[src/rtl/irq_controller_pkg.sv]
// Shared definitions for the interrupt controller and its neighbours.
//   - FSM state encoding (also exported on the debug port)
//   - config-bus register addresses
//   - opcode constants shared with jump control
//   - lowest_set(): fixed-priority pick, bit 0 highest
package irq_controller_pkg;

  typedef enum logic [2:0] {
    ST_IDLE    = 3'd0,
    ST_ISSUE   = 3'd1,
    ST_HOLD1   = 3'd2,
    ST_HOLD2   = 3'd3,
    ST_SERVICE = 3'd4
  } irq_state_e;

  localparam logic [1:0] ADDR_MASK = 2'd0;
  localparam logic [1:0] ADDR_PEND = 2'd1;
  localparam logic [1:0] ADDR_CTRL = 2'd2;
  localparam logic [1:0] ADDR_ID   = 2'd3;

  localparam logic [5:0] RET_OP    = 6'b010000;
  localparam logic [5:0] JMP_OP    = 6'b011000;
  localparam logic [2:0] JMP_CLASS = 3'b011;

  // Index of the lowest set bit; 0 when none is set.
  function automatic logic [2:0] lowest_set(input logic [7:0] v);
    logic [2:0] idx;
    idx = 3'd0;
    for (int i = 7; i >= 0; i--) begin
      if (v[i]) idx = 3'(i);
    end
    return idx;
  endfunction

endpackage

[src/rtl/irq_controller_sync_edge.sv]
// One request line: 2-flop synchronizer followed by a delayed copy that
// turns the synchronized level into a single-cycle rising-edge pulse.
// Ports:
//   clk_i   clock
//   rst_ni  asynchronous active-low reset
//   d_i     raw asynchronous request level
//   rise_o  one-cycle pulse, high the cycle after the level reaches sync2
module irq_sync_edge (
  input  logic clk_i,
  input  logic rst_ni,
  input  logic d_i,
  output logic rise_o
);

  logic sync1_q, sync2_q, dly_q;

  always_ff @(posedge clk_i or negedge rst_ni) begin
    if (!rst_ni) begin
      sync1_q <= 1'b0;
      sync2_q <= 1'b0;
      dly_q   <= 1'b0;
    end else begin
      sync1_q <= d_i;
      sync2_q <= sync1_q;
      dly_q   <= sync2_q;
    end
  end

  assign rise_o = sync2_q & ~dly_q;

endmodule

[src/rtl/irq_controller.sv]
// Interrupt controller: synchronizes and edge-detects request lines, keeps
// MASK/PENDING/CTRL registers on a 2-bit config bus, picks the lowest
// eligible request and issues a one-cycle interrupt pulse to jump control,
// then stays in service until the ISR's RET opcode is seen.
// Ports:
//   clk, reset (async, active-low)
//   irq_in      raw request lines
//   op          opcode currently in the jump-control stage
//   jc_busy     jump control redirect in progress
//   cfg_we/cfg_addr/cfg_wdata/cfg_rdata  register bus (read is combinational)
//   interrupt   one-cycle pulse to jump control
//   irq_active  high from the pulse until RET completes
//   irq_id      index of the in-service request
//   dbg_state   current FSM state
//
// Handshake: there is no ready/valid back-pressure on the interrupt pulse;
// the controller only fires when jc_busy is low and the current opcode is
// not a jump or RET, which is jump control's condition for accepting it.
module irq_controller #(
  parameter int         NUM_IRQ = 4,
  parameter logic [5:0] RET_OP  = irq_controller_pkg::RET_OP
) (
  input  logic               clk,
  input  logic               reset,
  input  logic [NUM_IRQ-1:0] irq_in,
  input  logic [5:0]         op,
  input  logic               jc_busy,
  input  logic               cfg_we,
  input  logic [1:0]         cfg_addr,
  input  logic [15:0]        cfg_wdata,
  output logic [15:0]        cfg_rdata,
  output logic               interrupt,
  output logic               irq_active,
  output logic [2:0]         irq_id,
  output logic [2:0]         dbg_state
);
  import irq_controller_pkg::*;

  irq_state_e         state_q, state_d;
  logic [NUM_IRQ-1:0] mask_q, mask_d;
  logic [NUM_IRQ-1:0] pend_q, pend_d;
  logic               gie_q, gie_d;
  logic [2:0]         id_q, id_d;
  logic [NUM_IRQ-1:0] rise;
  logic [NUM_IRQ-1:0] eligible;
  logic [7:0]         elig_ext;
  logic [2:0]         winner;
  logic               issue;

  for (genvar g = 0; g < NUM_IRQ; g++) begin : g_sync
    irq_sync_edge u_sync (
      .clk_i  (clk),
      .rst_ni (reset),
      .d_i    (irq_in[g]),
      .rise_o (rise[g])
    );
  end

  assign eligible = pend_q & mask_q;

  always_comb begin
    elig_ext = '0;
    elig_ext[NUM_IRQ-1:0] = eligible;
  end

  assign winner = lowest_set(elig_ext);

  // Arbitration only in IDLE; a jump or RET in flight would collide with
  // the redirect the interrupt itself causes.
  assign issue = (state_q == ST_IDLE) && gie_q && (|eligible) && !jc_busy &&
                 (op[5:3] != JMP_CLASS) && (op != RET_OP);

  always_comb begin
    state_d = state_q;
    id_d    = id_q;
    case (state_q)
      ST_IDLE: begin
        if (issue) begin
          state_d = ST_ISSUE;
          id_d    = winner;
        end
      end
      ST_ISSUE:   state_d = ST_HOLD1;
      ST_HOLD1:   state_d = ST_HOLD2;
      ST_HOLD2:   state_d = ST_SERVICE;
      ST_SERVICE: if (op == RET_OP) state_d = ST_IDLE;
      default:    state_d = ST_IDLE;
    endcase
  end

  // Register writes; a new edge is OR-ed in last so it beats both the
  // write-1-to-clear and the issue clear of the same bit.
  always_comb begin
    mask_d = mask_q;
    gie_d  = gie_q;
    pend_d = pend_q;
    if (cfg_we) begin
      case (cfg_addr)
        ADDR_MASK: mask_d = cfg_wdata[NUM_IRQ-1:0];
        ADDR_PEND: pend_d = pend_q & ~cfg_wdata[NUM_IRQ-1:0];
        ADDR_CTRL: gie_d  = cfg_wdata[0];
        default:   ;
      endcase
    end
    for (int i = 0; i < NUM_IRQ; i++) begin
      if (issue && (winner == 3'(i))) pend_d[i] = 1'b0;
    end
    pend_d = pend_d | rise;
  end

  always_ff @(posedge clk or negedge reset) begin
    if (!reset) begin
      state_q <= ST_IDLE;
      mask_q  <= '0;
      pend_q  <= '0;
      gie_q   <= 1'b0;
      id_q    <= 3'd0;
    end else begin
      state_q <= state_d;
      mask_q  <= mask_d;
      pend_q  <= pend_d;
      gie_q   <= gie_d;
      id_q    <= id_d;
    end
  end

  assign interrupt  = (state_q == ST_ISSUE);
  assign irq_active = (state_q != ST_IDLE);
  assign irq_id     = id_q;
  assign dbg_state  = state_q;

  always_comb begin
    cfg_rdata = '0;
    case (cfg_addr)
      ADDR_MASK: cfg_rdata[NUM_IRQ-1:0] = mask_q;
      ADDR_PEND: cfg_rdata[NUM_IRQ-1:0] = pend_q;
      ADDR_CTRL: cfg_rdata[0] = gie_q;
      default:   cfg_rdata = {irq_active, 12'b0, id_q};
    endcase
  end

endmodule

[config.mk]
export PLATFORM = sky130hd
export DESIGN_NAME = irq_controller
export DESIGN_NICKNAME = d
export VERILOG_FILES = /design/src/rtl/irq_controller_pkg.sv /design/src/rtl/irq_controller_sync_edge.sv /design/src/rtl/irq_controller.sv
export SDC_FILE = /design/constraint.sdc
export NUM_CORES = 1
export LEC_CHECK = 0
export CELL_PAD_IN_SITES_DETAIL_PLACEMENT = 1
export CELL_PAD_IN_SITES_GLOBAL_PLACEMENT = 2
export CORE_MARGIN = 2
export CORE_UTILIZATION = 35
export DETAILED_ROUTE_END_ITERATION = 10
export DONT_BUFFER_PORTS = 1
export GPL_TIMING_DRIVEN = 0
export PLACE_DENSITY = 0.8
export SETUP_SLACK_MARGIN = 0.02
export SYNTH_ARGS = -nofsm -noshare
export SYNTH_HDL_FRONTEND = slang
export SYNTH_SLANG_ARGS = --single-unit
[constraint.sdc]
create_clock -name clk -period 2.26 [get_ports clk]
set_clock_uncertainty 0.1 [all_clocks]
set_input_delay 0.452 -clock clk [delete_from_list [all_inputs] [get_ports clk]]
set_output_delay 0.452 -clock clk [all_outputs]
set_load 0.02 [all_outputs]
* Word level (Yosys, flattened, before mapping)
Cells that the tools add are included.
** Word-level totals
- Word-level logic and storage cells :: 79
- Register bits after elaboration :: 27
- Memories :: 0
- RAM bits :: 0
- Bits in read-only memories :: 0
- Bits in latches :: 0
- Output and inout port bits :: 24
** Cells by class
- Shifts and indexed selects :: 0
- Eq/ne operators :: 14
- Reduce and logical (&&, ||, !) cells :: 20
- Bitwise gates (word level) :: 12
- Order comparisons :: 0
- $add $sub $neg :: 0
- Div/mod/pow operators :: 0
- Multiplexer cells :: 16
- Multipliers :: 0
** Operators with widths (count)
- $mux W3 :: 5
- $pmux W3 S5 :: 1
- $eq A3 B2 Y1 const B :: 4
- $mux W12 :: 1
- $logic_and A1 B1 Y1 :: 9
- $pmux W3 S3 :: 1
- $and A4 B4 Y4 :: 2
- $mux W4 :: 2
- $reduce_and A2 Y1 :: 4
- $eq A3 B1 Y1 const B :: 2
- $eq A6 B5 Y1 const B :: 1
- $logic_not A3 Y1 :: 2
- $ne A6 B5 Y1 const B :: 1
- $and A1 B1 Y1 :: 4
- $mux W1 :: 4
- $ne A2 B2 Y1 const B :: 2
- $not A1 Y1 :: 4
- $not A4 Y4 :: 1
- $or A4 B4 Y4 :: 1
- $reduce_or A4 Y1 :: 1
- $eq A3 B3 Y1 const B :: 1
- $ne A3 B2 Y1 const B :: 1
- $pmux W1 S3 :: 1
- $reduce_bool A3 Y1 :: 1
- other kinds (6) :: 6

* Logic depth before layout (Yosys ltp)
- Word-level depth :: 9
- Mapped depth :: 5
- Gate-level depth less buffers :: 4

* Modules after synthesis
From an unflattened synthesis, not the netlist that was laid out.
** Second synthesis, totals
- Cell total of the unflattened synthesis :: 102
- Area total of the unflattened synthesis :: 1234.9 sq um
** By module, submodules not included
- irq_controller :: cells each 86, area an instance 879.6 sq um, instances 1, sequential area each 350.3 sq um
- irq_sync_edge :: cells each 4, area an instance 88.8 sq um, instances 4, sequential area each 75.1 sq um

* Worst setup path after synthesis
OpenSTA, ideal clock, no wires.
- Kind :: register -> output
- From :: reg state_q[1], in the netlist dbg_state[1]
- To :: out cfg_rdata[15]
- Cell stages (with the launch flop) :: 4
- Arrival :: 1.338 ns
- Path buffers :: 0
- Path slack :: 0.370 ns
- Cell sequence :: dfrtp_1 -> nor3_1 -> inv_1 -> and3_1
** On the way
- Word-level cells in the longest chain between the ends :: 2
** Ends and longest elaborated chain
- start, declared :: RTL line irq_controller.sv:39 : irq_state_e state_q, state_d;
- start signal, assigned :: RTL line irq_controller.sv:119 : state_q <= state_d;
- $reduce_bool A3 Y1 :: RTL line irq_controller.sv:128 : assign irq_active = (state_q != ST_IDLE);
- net irq_active :: RTL line irq_controller.sv:33 : output logic irq_active,
- $mux W12 :: RTL line irq_controller.sv:134 : case (cfg_addr)
- end, declared :: RTL line irq_controller.sv:31 : output logic [15:0] cfg_rdata,
The timed path passes the listed nets, and every way through them passes these cells.

* Worst setup path after layout
Ends and elaborated chain as after synthesis.

==> impl_metrics.tcl <==
set metrics [dict create \
    gp_congestion 0.724 \
    grt_usage_pct 13.2 \
    nFillCells 384 \
    path_max_fanout 7 \
    layout_commonest_cell "dfrtp_1" \
    startpoint_type "flop" \
    portBuffers 0 \
    yosysSeqAreaShare_pct 53.7 \
    worst_pin_slew_ns 0.827 \
    netlist_top_cells_area "dfrtp_1 (54%), buf_4 (7.4%), mux2_2 (4.6%)" \
    ys_ff_latch 26 \
    grt_max_degree 27 \
    dieArea_um2 3950 \
    finalHoldViolCount 0 \
    cts_tree "done" \
    grt_setup_unrepaired "false" \
    vias 805 \
    cpPeakStageDelay_ns 0.52 \
    ys_async_sr_fraction_pct 100 \
    syn_area_per_cell_um2 11.1 \
    report.final.slew_viol_count 0 \
    dpl.cell_count 166 \
    routed_wl_um 2370 \
    drive_gt1_share_pct 24.8 \
    post_dp_cell_area_um2 1310 \
    clockBufferDepth 2 \
    whs_ns 0.0513 \
    clock_sinks 26 \
    max_clock_freq_mhz 481 \
    yosysWarnings 0 \
    end_kind "primary output" \
    maxCapViolCount 0 \
    power.leakage_nw 0.637 \
    synth_cell_types 33 \
    netlist_area_um2 1210 \
    finalSetupTns_ns 0 \
    status "finished clean" \
    dp_hpwl_um 1800 \
    core_um2 3340 \
    postRouteAntennaNets 0 \
    viasPerCell 4.71 \
    most-common-layout-cells "dfrtp_1 (23), nand2_1 (12), buf_4 (12), conb_1 (12), nor2_1 (8)" \
    synth_area_leader_cell "dfrtp_1" \
    fp-row-count 21 \
    die_h_um 62.8 \
    clockRootBuffer "clkbuf_4" \
    synth_top_area_share_pct 53.7 \
    vdd_drop_max_uv 284 \
    area_growth_pct 13.7 \
    max_slew_margin_pct 44.7 \
    cp.required_ns 1.71 \
    period_minus_slack_ns 2.08 \
    synth_edf_count 0 \
    start_util_pct 36.3 \
    wire_per_inst_um 13.8 \
    grt_pass1_wl_um 4050 \
    cts_made_buffers 3 \
    hold_path_class "input pin to flop" \
    io_pins 56 \
    drt_iter0_markers 32 \
    cp_slowest_cell "dfrtp_2" \
    die_w_um 62.8 \
    drcViolationCount 0 \
    power.density_nw_per_um2 947 \
    first_pass_iters 3 \
    grt_antenna_before_repair 0 \
    post-route-period-util_pct 92.0 \
    clkTransAtPathRegs_ns 0.13 \
    post_cts_buffers 0 \
    setup_viol 0 \
    grt_overflow_total 0 \
    diodes 0 \
    synth-main-ff-cell "dfrtp_1" \
    multi_input_area_um2 497 \
    htreeDepth 1 \
    crit_chain "nor3_4, inv_2, and3_1" \
    path_class "flop to primary output" \
    netlist_instances 109 \
    regArea_um2 654 \
    critical_path_arrival_ns 1.53 \
    insertion_delay_ns 0.31 \
    stdcell_area_um2 1380 \
    stdcell_count 171 \
    grt_pass1_vias 803 \
    nNetsFinal 159 \
]
-- flip-flops by register name (all words and copies together) (netlist names) --
signal,flops
mask_q,4
g_sync.u_sync.sync1_q,4
irq_id,2
gie_q,1
pend_q,4
g_sync.u_sync.sync2_q,4
g_sync.u_sync.dly_q,4
dbg_state,3
-- layer usage --
layer	share of wire (%)	up-vias	GRT usage, %	routed length (um)
met3	6.5	4	3.60	153
met4	1.4	0	5.83	34
met1	45	391	18.0	1080
met5	0	-	0	0
li1	-	386	-	-
met2	46	24	19.8	1100
-- where the power goes --
group	switching (W)	internal [W]	leakage [nW]	total, W
clock network	0.000125	0.0000623	0.0138	0.000187
logic	0.000219	0.000172	0.325	0.000391
registers	0.000173	0.000554	0.298	0.000727
-- kinds of logic (layout without fill, tap and decap cells) --
group,after synthesis,in the layout,synth area share (%)
flip-flops,26,26,53.7
multiplexers,9,9,9.40
other,1,12,0.310
XOR/XNOR,1,1,0.723
AND/OR/NAND/NOR,36,36,15.5
buffers and inverters,19,24,9.61
AO/OA/AOI/OAI,17,17,10.7
-- critical path, delay by kind of cell, from the launching register on --
family / cells / cell delay (ns)
simple gates: 2 / 0.56
buf+inv: 1 / 0.14
flops: 1 / 0.52
-- Yosys cell counts (all sizes together) (2+ instances only) --
master  instances
nor2b           2
o21ai           3
nor2            9
o211ai          3
o22ai           2
nor4            2
nor3b           2
clkbuf          2
dfrtp          26
mux2i           2
a21oi           2
a22o            3
nand3b          3
inv             5
mux2            6
buf            12
nand2          12
-- path summary, 6_finish.rpt --
| path | slack [ns] | end | start | depth (start not counted) |
|---|---|---|---|---|
| min in group asynchronous | 0.46 | mask_q[2]$_DFFE_PN0P_ | reset | 2 |
| max in group asynchronous | 1.43 | dbg_state[2]$_DFFE_PN0P_ | reset | 2 |
| worst max-delay path | 0.18 | cfg_rdata[15] | dbg_state[1]$_DFFE_PN0P_ | 3 |
| worst min register to register | 0.26 | g_sync[3].u_sync.sync2_q$_DFF_PN0_ | g_sync[3].u_sync.sync1_q$_DFF_PN0_ | 0 |
| worst min-delay path | 0.05 | g_sync[3].u_sync.sync1_q$_DFF_PN0_ | irq_in[3] | 0 |
| worst max register to register | 0.59 | irq_id[0]$_DFFE_PN0P_ | dbg_state[1]$_DFFE_PN0P_ | 4 |
-- final cells by class --
| class | count | share of cell area (%) |
|---|---|---|
| Sequential cell | 26 | 47.5 |
| Multi-Input combinational cell | 75 | 36.1 |
| Buffer | 14 | 7.08 |
| Tap cell | 46 | 4.18 |
| Timing Repair Buffer | 2 | 2.18 |
| Clock buffer | 3 | 1.63 |
| Inverter | 5 | 1.36 |
-- timing repair --
action,4_1_cts,5_1_grt
hold buffers,2,0
setup endpoints to repair,1,1
gates resized for setup,4,2
endpoints found under the hold margin,26,0
-- stage by stage --
stage | worst slack [ns] | power, W | utilization [%]
global placement | 0.143 | 0.00107 | 39.3
finish | 0.180 | 0.00131 | 41.3
floorplan | 0.370 | 0.00101 | -
detailed placement | 0.147 | 0.00109 | 39.3
CTS | 0.0763 | 0.00132 | 41.2
global route | 0.0998 | 0.00139 | 41.3
Power figures use the tool's default switching activity.
